**src/rtl/mem_sys_if.sv**
```systemverilog
// rtl/mem_sys_if.sv - access/fault/status bundle between a memory client and mem_sys
//   enable, we, wra, wrd, rda             : access controls (client -> memory)
//   fault_en, fault_addr, fault_s1/_s0    : stuck-bit injection on reads (client -> memory)
//   rdd, ready, wr_count, rd_count        : read data and status (memory -> client)
interface mem_sys_if #(
    parameter int AW = 8,
    parameter int DW = 8
);
    logic          enable;
    logic          we;
    logic [AW-1:0] wra;
    logic [DW-1:0] wrd;
    logic [AW-1:0] rda;
    logic [DW-1:0] rdd;
    logic          ready;
    logic          fault_en;
    logic [AW-1:0] fault_addr;
    logic [DW-1:0] fault_s1;
    logic [DW-1:0] fault_s0;
    logic [8:0]    wr_count;
    logic [8:0]    rd_count;

    modport master (
        output enable, we, wra, wrd, rda, fault_en, fault_addr, fault_s1, fault_s0,
        input  rdd, ready, wr_count, rd_count
    );

    modport slave (
        input  enable, we, wra, wrd, rda, fault_en, fault_addr, fault_s1, fault_s0,
        output rdd, ready, wr_count, rd_count
    );
endinterface

```
**src/rtl/mem_sys.sv**
```systemverilog
// rtl/mem_sys.sv - zero-fill-on-reset RAM with a 1-cycle pipelined read and stuck-bit fault injection
//   clock : rising-edge clock
//   reset : asynchronous active-low reset
//   bus   : mem_sys_if slave (enable, we/wra/wrd write port, rda/rdd read port,
//           fault_en/fault_addr/fault_s1/fault_s0, ready, wr_count, rd_count)
module mem_sys #(
    parameter int AW             = 8,
    parameter int DW             = 8,
    parameter bit CLEAR_ON_RESET = 1'b1
) (
    input  logic      clock,
    input  logic      reset,
    mem_sys_if.slave  bus
);
    localparam int DEPTH = 1 << AW;

    typedef enum logic {
        CLEAR = 1'b0,
        READY = 1'b1
    } state_t;

    state_t        state;
    state_t        state_next;
    logic [AW-1:0] clr_ptr;
    logic [AW-1:0] ra_q;
    logic          v1;
    logic [DW-1:0] rdd_q;
    logic [8:0]    wr_count_q;
    logic [8:0]    rd_count_q;

    logic [DW-1:0] mem [DEPTH];

    logic          in_ready;
    logic          do_write;
    logic          do_read;
    logic [DW-1:0] rd_raw;
    logic [DW-1:0] rd_fault;

    assign in_ready = (state == READY);
    assign do_write = bus.enable && in_ready && bus.we;
    assign do_read  = bus.enable && in_ready && v1;

    // Write-first: a write landing on the address being read this edge wins.
    always_comb begin
        rd_raw = mem[ra_q];
        if (do_write && (bus.wra == ra_q)) begin
            rd_raw = bus.wrd;
        end
    end

    // Fault is applied on the read path only; s0 is applied last so it wins.
    always_comb begin
        rd_fault = rd_raw;
        if (bus.fault_en && (ra_q == bus.fault_addr)) begin
            rd_fault = (rd_raw | bus.fault_s1) & ~bus.fault_s0;
        end
    end

    always_ff @(posedge clock or negedge reset) begin
        if (!reset) begin
            state <= CLEAR_ON_RESET ? CLEAR : READY;
        end else begin
            state <= state_next;
        end
    end

    always_comb begin
        state_next = state;
        if (bus.enable && (state == CLEAR) && (clr_ptr == AW'(DEPTH - 1))) begin
            state_next = READY;
        end
    end

    // Array has no reset; zeroing happens only through the CLEAR sweep.
    always_ff @(posedge clock) begin
        if (bus.enable) begin
            if (state == CLEAR) begin
                mem[clr_ptr] <= '0;
            end else if (bus.we) begin
                mem[bus.wra] <= bus.wrd;
            end
        end
    end

    always_ff @(posedge clock or negedge reset) begin
        if (!reset) begin
            clr_ptr    <= '0;
            ra_q       <= '0;
            v1         <= 1'b0;
            rdd_q      <= '0;
            wr_count_q <= '0;
            rd_count_q <= '0;
        end else if (bus.enable) begin
            if (state == CLEAR) begin
                clr_ptr <= clr_ptr + 1'b1;
            end else begin
                ra_q <= bus.rda;
                v1   <= 1'b1;
            end
            if (do_read) begin
                rdd_q <= rd_fault;
                if (rd_count_q != 9'd511) begin
                    rd_count_q <= rd_count_q + 9'd1;
                end
            end
            if (do_write && (wr_count_q != 9'd511)) begin
                wr_count_q <= wr_count_q + 9'd1;
            end
        end
    end

    assign bus.rdd      = rdd_q;
    assign bus.ready    = in_ready;
    assign bus.wr_count = wr_count_q;
    assign bus.rd_count = rd_count_q;
endmodule

```
**src/flat_wrapper.sv**
```systemverilog
// flat-port wrapper written by rule: the top's interface ports become plain ports
module mem_sys_flat 
#(
    parameter int AW             = 8,
    parameter int DW             = 8,
    parameter bit CLEAR_ON_RESET = 1'b1
)
  (clock, reset, bus_enable, bus_we, bus_wra, bus_wrd, bus_rda, bus_fault_en, bus_fault_addr, bus_fault_s1, bus_fault_s0, bus_rdd, bus_ready, bus_wr_count, bus_rd_count);
  mem_sys_if #(.AW(AW), .DW(DW)) bus_i ();
  input  logic clock;
  input  logic reset;
  input wire logic [$bits(bus_i.enable)-1:0] bus_enable;
  input wire logic [$bits(bus_i.we)-1:0] bus_we;
  input wire logic [$bits(bus_i.wra)-1:0] bus_wra;
  input wire logic [$bits(bus_i.wrd)-1:0] bus_wrd;
  input wire logic [$bits(bus_i.rda)-1:0] bus_rda;
  input wire logic [$bits(bus_i.fault_en)-1:0] bus_fault_en;
  input wire logic [$bits(bus_i.fault_addr)-1:0] bus_fault_addr;
  input wire logic [$bits(bus_i.fault_s1)-1:0] bus_fault_s1;
  input wire logic [$bits(bus_i.fault_s0)-1:0] bus_fault_s0;
  output wire logic [$bits(bus_i.rdd)-1:0] bus_rdd;
  output wire logic [$bits(bus_i.ready)-1:0] bus_ready;
  output wire logic [$bits(bus_i.wr_count)-1:0] bus_wr_count;
  output wire logic [$bits(bus_i.rd_count)-1:0] bus_rd_count;
  assign bus_i.enable = bus_enable;
  assign bus_i.we = bus_we;
  assign bus_i.wra = bus_wra;
  assign bus_i.wrd = bus_wrd;
  assign bus_i.rda = bus_rda;
  assign bus_i.fault_en = bus_fault_en;
  assign bus_i.fault_addr = bus_fault_addr;
  assign bus_i.fault_s1 = bus_fault_s1;
  assign bus_i.fault_s0 = bus_fault_s0;
  assign bus_rdd = bus_i.rdd;
  assign bus_ready = bus_i.ready;
  assign bus_wr_count = bus_i.wr_count;
  assign bus_rd_count = bus_i.rd_count;
  mem_sys #(.AW(AW), .DW(DW), .CLEAR_ON_RESET(CLEAR_ON_RESET)) u_core (.clock(clock), .reset(reset), .bus(bus_i));
endmodule
```
**config.mk**
```make
export PLATFORM = sky130hd
export DESIGN_NAME = mem_sys_flat
export DESIGN_NICKNAME = d
export VERILOG_FILES = /design/src/rtl/mem_sys_if.sv /design/src/rtl/mem_sys.sv /design/src/flat_wrapper.sv
export SDC_FILE = /design/constraint.sdc
export NUM_CORES = 2
export LEC_CHECK = 0
export BUFFER_PORTS_ARGS = -buffer_cell sky130_fd_sc_hd__buf_2
export CORE_ASPECT_RATIO = 2
export CORE_MARGIN = 2
export CORE_UTILIZATION = 55
export DETAILED_ROUTE_END_ITERATION = 8
export HOLD_SLACK_MARGIN = 0.1
export MAX_ROUTING_LAYER = met4
export PLACE_DENSITY = 0.73
export SYNTH_ARGS = -nofsm -noshare
export SYNTH_HDL_FRONTEND = slang
export SYNTH_SLANG_ARGS = --single-unit
```
**constraint.sdc**
```tcl
create_clock -name clock -period 7 [get_ports clock]
set_clock_uncertainty 0.05 [all_clocks]
set_input_delay 0.35 -clock clock [delete_from_list [all_inputs] [get_ports clock]]
set_output_delay 0.35 -clock clock [all_outputs]
set_load 0.005 [all_outputs]
```
==> flow_summary_export.csv <==
group,metric,value,unit
pwr,p_int,0.01893,W
sta,grt_setup_unrepaired,"no",
logic_synthesis,ys_warn_count,0,
sta,hold_viol_final,0,
pwr,p_comb_share,2.6,%
sta,worstMarginPinSlew,1.362,ns
global_route,grt_pass1_wl,315400,microns
sta,hold_slack,0.1660,ns
logic_synthesis,yosys.area.top_type,"edfxtp_1",
clocking,ctsLongestPathBuffers,4,
pwr,vdd_drop_max,0.1809,mV
logic_synthesis,synth_mux_area_share,14.82,%
global_route,grt-ovfl-total,0,
worst_setup_path,critPathMaxStageDelay,0.84,ns
logic_synthesis,synth_xor_area_share,0.3912,%
routing,via_per_inst,6.846,
clocking,cts_buffers,168,
clocking,post_cts_buffers,0,
pwr,swShare,20.45,%
worst_setup_path,end_kind,"flip-flop",
worst_setup_path,cp_data_arrival_time,5.80,ns
worst_setup_path,crit_chain,"buf_4 > buf_4 > mux4_2 > nand3_1 > nand3_1 > a221oi_1 > o21ai_1 > o31ai_1 > o31ai_1 > dlygate4sd3_1",
clocking,clockRootBuffer,"clkbuf_16",
logic_synthesis,synth-seq-area-share,75.57,%
worst_setup_path,cp_max_fo,50,
logic_synthesis,syn_avg_cell_area,20.35,sq um
sta,timing.final.crit_share,73.95,%
logic_synthesis,synth_top_area_share,74.24,%
min_path,min-delay-path-class,"in2async",
pwr,leakage,26.70,nW
logic_synthesis,synth_edf_count,2048,
logic_synthesis,synth-seq-cells,2092,
die,coreArea,149600,sq um
cells_and_area,drive_gt1_share,19.61,%
die,die_w,278.4,microns
clocking,ctsHoldBuffers,33,
sta,clock.fmax,193.2,MHz
status,violations,"design-rule violations",
worst_setup_path,cpMaxStageDelayCell,"o31ai_1",
logic_synthesis,ys_types,81,
pwr,clock_power_share,39.8,%
clocking,clkSlewWorstSetupHoldPaths,0.07,ns
pwr,seqPwrFrac,57.6,%
clocking,cts_tree,"built",
worst_setup_path,start_kind,"flip-flop",
clocking,clk_latency,0.83,ns
cells_and_area,syn_to_final_growth,9.108,%
logic_synthesis,synthesis.nets,4129,
die,die_h,552.8,microns
global_route,antenna_found_initial,5,
routing,totalWireLength,224200,microns
global_route,grt_pass1_vias,42780,
sta,fin_tns_setup,0,ns
cells_and_area,nets,4267,
global_route,grt_max_degree,257,
flow_run,cap_violations,0,
logic_synthesis,synth-compound-area-share,3.483,%
die,fp.dieArea,153900,sq um
routing,wire_per_inst,35.76,microns
logic_synthesis,synthAdderAreaFrac,0.07552,%
worst_setup_path,critPathKind,"reg2reg",
placement,gp_congestion,0.9374,
sta,min_period,5.176,ns
sta,slew_viol_final,0,
logic_synthesis,syn-cell-area,82840,sq um
worst_setup_path,cpLargestDelayFamily,"buffers and inverters",
clocking,cts.htree.levels,4,
logic_synthesis,synth-simple-area-share,3.368,%
worst_setup_path,path_buf_inv,3,
status,status,"finished, violations left",
die,initial_core_util,55.36,%
clocking,cts_num_sinks,2092,
sta,max_slew_margin,9.188,%
cells_and_area,stdcell_area,90380,sq um
logic_synthesis,synth_top_family_by_area,"multiplexers",
placement,hpwl,139200,microns
routing,detailedRoute.firstPassIterationCount,8,
routing,ant_nets,0,
sta,report.final.setup_viol,0,
die,io_pins,80,
global_route,grt_usage,30.03,%
pwr,p_per_area,263.3,nW/um^2
placement,io_buffers,79,
worst_setup_path,crit_required,7.62,ns
logic_synthesis,async_flop_share,2.103,%
logic_synthesis,netlist_instances,4071,
pwr,power.switching,0.004867,W
cells_and_area,final_common_cell,"edfxtp_1",
logic_synthesis,ys.flop_type,"edfxtp_1",
clocking,cts_resized,0,
routing,drc,1,
die,num_rows,201,
routing,vias,42910,
logic_synthesis,synth.area.top_cells,"edfxtp_1, mux4_2, mux2i_1",
cells_and_area,layout_common_cells,"edfxtp_1, mux4_2, nor2_1, mux2i_1, clkbuf_16",
placement,place_area,84700,sq um
routing,drt-initial-drc-count,6011,
## synthesized netlist by cell type (all sizes together), types with 32 or more instances
cell,number
nand3,43
mux4,433
o22ai,48
mux2i,201
edfxtp,2048
a21oi,61
nor2,310
a22oi,72
clkbuf,93
nand2,145
dfrtp,44
o21ai,32
o221ai,45
buf,147
## cells by family (layout without fill, tap and decap cells)
family,after synthesis,in the layout
adders and majority gates,5,5
muxes,660,660
DFF,2092,2092
and+or+nand+nor,633,633
xor gates and xnor gates,37,37
AOI/OAI and AO/OA,397,397
buffers and inverters,247,511
other,0,5
## per-stage QoR
stage | power (W) | setup slack (ns) | util [%] | cells
2_1_floorplan | 0.01422 | 1.804 | - | 4071
3_3_place_gp | 0.01456 | 2.571 | 56.60 | 5933
3_5_place_dp | 0.01458 | 2.591 | 56.60 | 5933
4_1_cts | 0.02381 | 2.048 | 60.39 | 6262
5_1_grt | 0.02424 | 1.692 | 60.40 | 6268
6_report | 0.02380 | 1.824 | 60.40 | 6268
## layer usage
metal | up-vias | global-route usage, % | routed length [microns]
li1 | 17100 | - | -
met1 | 22180 | 33.41 | 70690
met2 | 2869 | 49.37 | 114100
met3 | 759 | 4.450 | 19130
met4 | 0 | 22.13 | 20230
met5 | - | - | 0
## final cells by class
type                    count  area (sq um)
multi-input cells        1732         18390
inverters                   6         25.02
flip-flops and latches   2092         62620
repair buffers            209          1589
well taps                1928          2412
diodes                      5         12.51
fillers                 10170         59250
clock buffers             202          4436
clock inverters            94         902.1
## registers in the layout, indices dropped and copies added, names as in the netlist
register and flops:
u_core.mem 2048, u_core.bus.rd_count 9, u_core.bus.wr_count 9, u_core.bus.rdd 8, u_core.clr_ptr 8, u_core.ra_q 8
u_core.bus.ready 1, u_core.v1 1
## worst paths after layout
| path | endpoint | slack [ns] | startpoint | depth (start not counted) |
|---|---|---|---|---|
| max | u_core.bus.rdd[4] | 1.82 | u_core.ra_q[1] | 10 |
| min | u_core.ra_q[1] | 0.17 | reset | 3 |
| max reg2reg | u_core.bus.rdd[4] | 1.82 | u_core.ra_q[1] | 10 |
| min reg2reg | u_core.v1 | 0.42 | u_core.v1 | 1 |
| max in group asynchronous | u_core.ra_q[2] | 6.21 | reset | 3 |
| min in group clock | u_core.bus.rdd[6] | 0.20 | bus_fault_s0[6] | 5 |
## tightest hold or removal path, cell delays in order
cell           delay (ns)
dlygate4sd3_1        0.52
buf_2                0.09
buf_4                0.54
## power groups by stage
stage	sequential (W)	combinational [W]	clock, W
2_1_floorplan	0.0140	0.000256	0
3_3_place_gp	0.0140	0.000580	0
3_5_place_dp	0.0140	0.000589	0
4_1_cts	0.0137	0.000598	0.00950
5_1_grt	0.0137	0.000621	0.00991
6_report	0.0137	0.000623	0.00947
Power figures use the tool's default switching activity.
